<file path="src/rtl/cpu_pkg.sv">
// Shared constants for the 18-bit CPU front end: datapath widths, reset PC and
// the encoding of the fetch state machine.
package cpu_pkg;

    localparam int ADDR_WIDTH = 14;
    localparam int INST_WIDTH = 18;
    localparam logic [ADDR_WIDTH-1:0] RESET_PC = '0;

    typedef logic [1:0] fetch_state_t;

    localparam fetch_state_t IDLE  = 2'd0;
    localparam fetch_state_t FETCH = 2'd1;
    localparam fetch_state_t HOLD  = 2'd2;
    localparam fetch_state_t DROP  = 2'd3;

endpackage

</file>
<file path="src/rtl/pc_register.sv">
// Program counter with priority clear > load > increment; wraps modulo 2^ADDR_WIDTH.
// pc_next_o exposes the value the register takes at the coming edge.
module pc_register
    import cpu_pkg::*;
#(
    parameter int                    ADDR_WIDTH = cpu_pkg::ADDR_WIDTH,
    parameter logic [ADDR_WIDTH-1:0] RESET_PC   = cpu_pkg::RESET_PC
) (
    input  logic                  clk_i,
    input  logic                  rst_i,
    input  logic                  clear_i,
    input  logic                  load_i,
    input  logic [ADDR_WIDTH-1:0] load_addr_i,
    input  logic                  inc_i,
    output logic [ADDR_WIDTH-1:0] pc_o,
    output logic [ADDR_WIDTH-1:0] pc_next_o
);

    logic [ADDR_WIDTH-1:0] pc_q, pc_d;

    always_comb begin
        pc_d = pc_q;
        if (clear_i)
            pc_d = RESET_PC;
        else if (load_i)
            pc_d = load_addr_i;
        else if (inc_i)
            pc_d = pc_q + {{(ADDR_WIDTH-1){1'b0}}, 1'b1};
    end

    always_ff @(posedge clk_i or posedge rst_i) begin
        if (rst_i)
            pc_q <= RESET_PC;
        else
            pc_q <= pc_d;
    end

    assign pc_o      = pc_q;
    assign pc_next_o = pc_d;

endmodule

</file>
<file path="src/rtl/instruction_fetch_unit.sv">
// Fetch stage: one outstanding memory request, a one-word instruction buffer
// toward decode, and redirect/clearPC handling that discards stale replies.
module instruction_fetch_unit
    import cpu_pkg::*;
#(
    parameter int                    ADDR_WIDTH = cpu_pkg::ADDR_WIDTH,
    parameter int                    INST_WIDTH = cpu_pkg::INST_WIDTH,
    parameter logic [ADDR_WIDTH-1:0] RESET_PC   = cpu_pkg::RESET_PC
) (
    input  logic                  clock,
    input  logic                  resetFetchUnit,
    input  logic                  clearPC,
    output logic                  imemReq,
    output logic [ADDR_WIDTH-1:0] imemAddr,
    input  logic                  imemValid,
    input  logic [INST_WIDTH-1:0] imemData,
    input  logic                  redirect,
    input  logic [ADDR_WIDTH-1:0] redirectAddr,
    output logic                  instValid,
    output logic [INST_WIDTH-1:0] instruction,
    output logic [ADDR_WIDTH-1:0] instPC,
    input  logic                  instReady
);

    fetch_state_t          state_q, state_d;
    logic [ADDR_WIDTH-1:0] pc_q, pc_d;
    logic                  imemReq_q, imemReq_d;
    logic [ADDR_WIDTH-1:0] imemAddr_q, imemAddr_d;
    logic                  instValid_q, instValid_d;
    logic [INST_WIDTH-1:0] instruction_q, instruction_d;
    logic [ADDR_WIDTH-1:0] instPC_q, instPC_d;

    logic redir;
    logic accept;

    assign redir  = clearPC | redirect;
    assign accept = (state_q == FETCH) && imemValid;

    // A word returning in a redirect cycle is stale, so the PC must not advance past it.
    pc_register #(
        .ADDR_WIDTH (ADDR_WIDTH),
        .RESET_PC   (RESET_PC)
    ) u_pc (
        .clk_i       (clock),
        .rst_i       (resetFetchUnit),
        .clear_i     (clearPC),
        .load_i      (redirect),
        .load_addr_i (redirectAddr),
        .inc_i       (accept),
        .pc_o        (pc_q),
        .pc_next_o   (pc_d)
    );

    always_ff @(posedge clock or posedge resetFetchUnit) begin
        if (resetFetchUnit) begin
            state_q       <= IDLE;
            imemReq_q     <= 1'b0;
            imemAddr_q    <= RESET_PC;
            instValid_q   <= 1'b0;
            instruction_q <= '0;
            instPC_q      <= '0;
        end else begin
            state_q       <= state_d;
            imemReq_q     <= imemReq_d;
            imemAddr_q    <= imemAddr_d;
            instValid_q   <= instValid_d;
            instruction_q <= instruction_d;
            instPC_q      <= instPC_d;
        end
    end

    always_comb begin
        state_d = state_q;
        case (state_q)
            IDLE:  state_d = FETCH;
            FETCH: begin
                if (imemValid)
                    state_d = redir ? FETCH : HOLD;
                else if (redir)
                    state_d = DROP;
            end
            HOLD: begin
                if (redir || (instValid_q && instReady))
                    state_d = FETCH;
            end
            DROP: begin
                // The outstanding reply must be absorbed even if redirected again.
                if (imemValid)
                    state_d = FETCH;
            end
            default: state_d = IDLE;
        endcase
    end

    always_comb begin
        imemReq_d     = (state_d == FETCH);
        imemAddr_d    = (state_d == FETCH) ? pc_d : imemAddr_q;
        instValid_d   = instValid_q;
        instruction_d = instruction_q;
        instPC_d      = instPC_q;
        if (state_q == HOLD && instValid_q && instReady)
            instValid_d = 1'b0;
        if (accept && !redir) begin
            instValid_d   = 1'b1;
            instruction_d = imemData;
            instPC_d      = pc_q;
        end
        if (redir)
            instValid_d = 1'b0;
    end

    assign imemReq     = imemReq_q;
    assign imemAddr    = imemAddr_q;
    assign instValid   = instValid_q;
    assign instruction = instruction_q;
    assign instPC      = instPC_q;

endmodule

</file>
<file path="config.mk">
export PLATFORM = sky130hd
export DESIGN_NAME = instruction_fetch_unit
export DESIGN_NICKNAME = d
export VERILOG_FILES = /design/src/rtl/cpu_pkg.sv /design/src/rtl/pc_register.sv /design/src/rtl/instruction_fetch_unit.sv
export SDC_FILE = /design/constraint.sdc
export NUM_CORES = 1
export LEC_CHECK = 0
export BUFFER_PORTS_ARGS = -buffer_cell sky130_fd_sc_hd__buf_4
export CAP_MARGIN = 20
export CORE_UTILIZATION = 47
export DETAILED_ROUTE_END_ITERATION = 7
export PLACE_DENSITY_LB_ADDON = 0.15
export SLEW_MARGIN = 5
export SYNTH_ARGS = -nofsm -noshare
export SYNTH_HDL_FRONTEND = slang
export SYNTH_SLANG_ARGS = --single-unit
</file>
<file path="constraint.sdc">
create_clock -name clock -period 2.2 [get_ports clock]
set_clock_uncertainty 0.15 [all_clocks]
set_input_delay 0.33 -clock clock [delete_from_list [all_inputs] [get_ports clock]]
set_output_delay 0.33 -clock clock [all_outputs]
set_load 0.01 [all_outputs]
</file>
==> flow_metrics.tcl <==
set metrics [dict create \
    rsz0062_at_grt "false" \
    grt_max_degree 43 \
    finalSetupViolations 0 \
    ys.flop_type "dfrtp_1" \
    syn-instance-count 226 \
    max-cap-violations 0 \
    slew_violations 0 \
    async_reset_ff_frac 1.000 \
    crit_path_end_kind "flip-flop" \
    whs_ns 0.07418 \
    critPathArrivalTime_ns 2.13 \
    ys_ff_latch 64 \
    ys_types 48 \
    cts_tree "done" \
    internal-power_uw 2368 \
    synth-warning-count 0 \
    power.density_nw_per_um2 839.3 \
    crit_path_max_incr_delay_ns 0.46 \
    cts_setup_buffers 0 \
    clock.fmax_ghz 0.4891 \
    clk_latency_ns 0.33 \
    final_util 0.6412 \
    initialDrtViolationCount 82 \
    path_clk_slew_ns 0.07 \
    nFillCells 483 \
    die_x_um 81.82 \
    yosysSeqAreaShare 0.5349 \
    ios 86 \
    grt_first_pass_wirelength_mm 10.08 \
    viasPerCell 5.202 \
    start_kind "flip-flop" \
    drive_gt1_frac 0.4829 \
    tightest_slew_ns 0.5850 \
    grt_usage 0.2089 \
    grt_overflow 0 \
    root_buffer "clkbuf_8" \
    layout_setup_ws_ns 0.1553 \
    final_cell_mix "89 x buf_4, 64 x dfrtp_1, 34 x mux2_4" \
    cts_inserted_buffers 9 \
    antenna_found_initial 0 \
    total_power_uw 3243 \
    via_count 2060 \
    hold_viol_final 0 \
    row_count 28 \
    die_area_um2 6694 \
    cp_cell_sequence "ha_1, nand4_2, or2_4, nor4_2, nor3_2, o41ai_2" \
    status "complete, no violations" \
    combPwrFrac 0.248 \
    ctsHtreeMaxLevel 3 \
    place_ws_ns 0.1532 \
    synth_nets 265 \
    syn-cell-area_um2 2994 \
    crit_fanout 5 \
    cts_sinks 64 \
    ant_nets 0 \
    core-area_um2 6026 \
    pwr-share-seq 0.459 \
    fin_crit_ns 2.045 \
    area_delta_synth_final_pct 29.04 \
    swShare 0.2696 \
    first_pass_iters 4 \
    crit_type "flip-flop to flip-flop" \
    fin_tns_setup_ns 0 \
    start_util 0.4969 \
    p_clk_frac 0.293 \
    ir_drop_mv 0.5125 \
    fin_crit_sh 0.9294 \
    io_buffer_count 85 \
    grt_pass1_vias 2024 \
    nets 355 \
    synth-edff-count 0 \
    hpwl_mm 4.429 \
    power_switching_uw 874.4 \
    max_slew_margin 0.6098 \
    final_common_cell "buf_4" \
    cts_max_path_buffers 2 \
    drc 0 \
    antenna_cells 0 \
    wl_mm 6.274 \
    hold_path_class "input pin to flip-flop" \
    slowest_stage "dfrtp_1" \
    drt-wirelength-per-cell_um 15.84 \
    p_leak_uw 0.001960 \
    die_y_um 81.82 \
    cp.required_ns 2.28 \
    place_congestion 0.7934 \
    synth_area_per_cell_um2 13.25 \
]
## critical path, delay by kind of cell, from the launching register on
kind	cells	cell delay (ns)
AND/OR/NAND/NOR	4	0.80
flip-flops	1	0.46
adder cells (fa/ha/maj)	1	0.27
AO/OA/AOI/OAI	1	0.28
## worst paths after layout
kind	slack (ns)	depth (start not counted)	endpoint	start
worst max-delay path	0.16	6	imemAddr[12]	u_pc.pc_o[0]
worst max register to register	0.16	6	imemAddr[12]	u_pc.pc_o[0]
worst min-delay path	0.07	2	instruction[15]	imemData[15]
max in group asynchronous	0.87	4	u_pc.pc_o[10]	resetFetchUnit
min in group asynchronous	0.44	3	instruction[15]	resetFetchUnit
worst min register to register	0.34	2	imemAddr[11]	imemAddr[11]
## flip-flops by register name, summed over array words and instances (netlist names)
name / cells
u_pc.pc_o: 14
instruction: 18
state_q: 2
instPC: 14
imemAddr: 14
instValid: 1
imemReq: 1
## cell families after synthesis
logic type / count (synthesis) / share of synthesized area
simple gates: 72 / 0.1366
flops: 64 / 0.5349
mux: 40 / 0.1918
compound gates: 25 / 0.07063
buf+inv: 17 / 0.04137
xor+xnor: 7 / 0.02048
fa+ha+maj: 1 / 0.004178
## cells in the mapped netlist, types with 3 or more instances
cell / n / area, µm²
a211oi_1: 3 / 22.52
a21oi_1: 4 / 20.02
buf_6: 7 / 78.83
dfrtp_1: 64 / 1602
inv_1: 4 / 15.01
mux2_1: 3 / 33.78
mux2_4: 34 / 510.5
mux2i_1: 3 / 30.03
nand2_1: 18 / 67.56
nand3_1: 3 / 15.01
nor2_1: 16 / 60.06
nor3_1: 11 / 55.05
nor3_2: 3 / 30.03
o41ai_1: 3 / 26.28
xnor2_1: 6 / 52.55
## through the flow
step / instance area [µm²] / instances
6_report: 3864 / 396
5_1_grt: 3864 / 396
4_1_cts: 3864 / 396
3_5_place_dp: 3674 / 379
3_3_place_gp: 3674 / 379
2_1_floorplan: 2994 / 226
## power by group through the flow
| stage | combinational, µW | sequential, µW | clock (µW) |
|---|---|---|---|
| 2_1_floorplan | 362 | 1570 | 0 |
| 6_report | 806 | 1490 | 949 |
| 5_1_grt | 876 | 1510 | 1030 |
| 3_5_place_dp | 808 | 1510 | 0 |
| 3_3_place_gp | 799 | 1500 | 0 |
| 4_1_cts | 816 | 1490 | 971 |
## per-layer routing
| metal | global-route usage | vias up | share of wire |
|---|---|---|---|
| met4 | 0.1088 | 0 | 0.018 |
| met5 | 0 | - | 0 |
| li1 | - | 982 | - |
| met1 | 0.2813 | 997 | 0.46 |
| met3 | 0.05111 | 8 | 0.073 |
| met2 | 0.3116 | 73 | 0.45 |
## final cells by class
cell class              count  area [µm²]  share of cell area
flip-flops and latches     64        1602              0.4145
multi-input cells         145        1269              0.3284
repair buffers             91       698.2              0.1807
clock buffers              12       135.1             0.03497
well taps                  75       93.84             0.02429
clock inverters             4       45.04             0.01166
inverters                   5       21.27            0.005505
## repair_timing
item                       4_1_cts  5_1_grt
setup endpoints to repair        0        0
hold buffers                     1        0
hold endpoints to repair        22        0
resized for setup                0        0
Power figures use the tool's default switching activity.
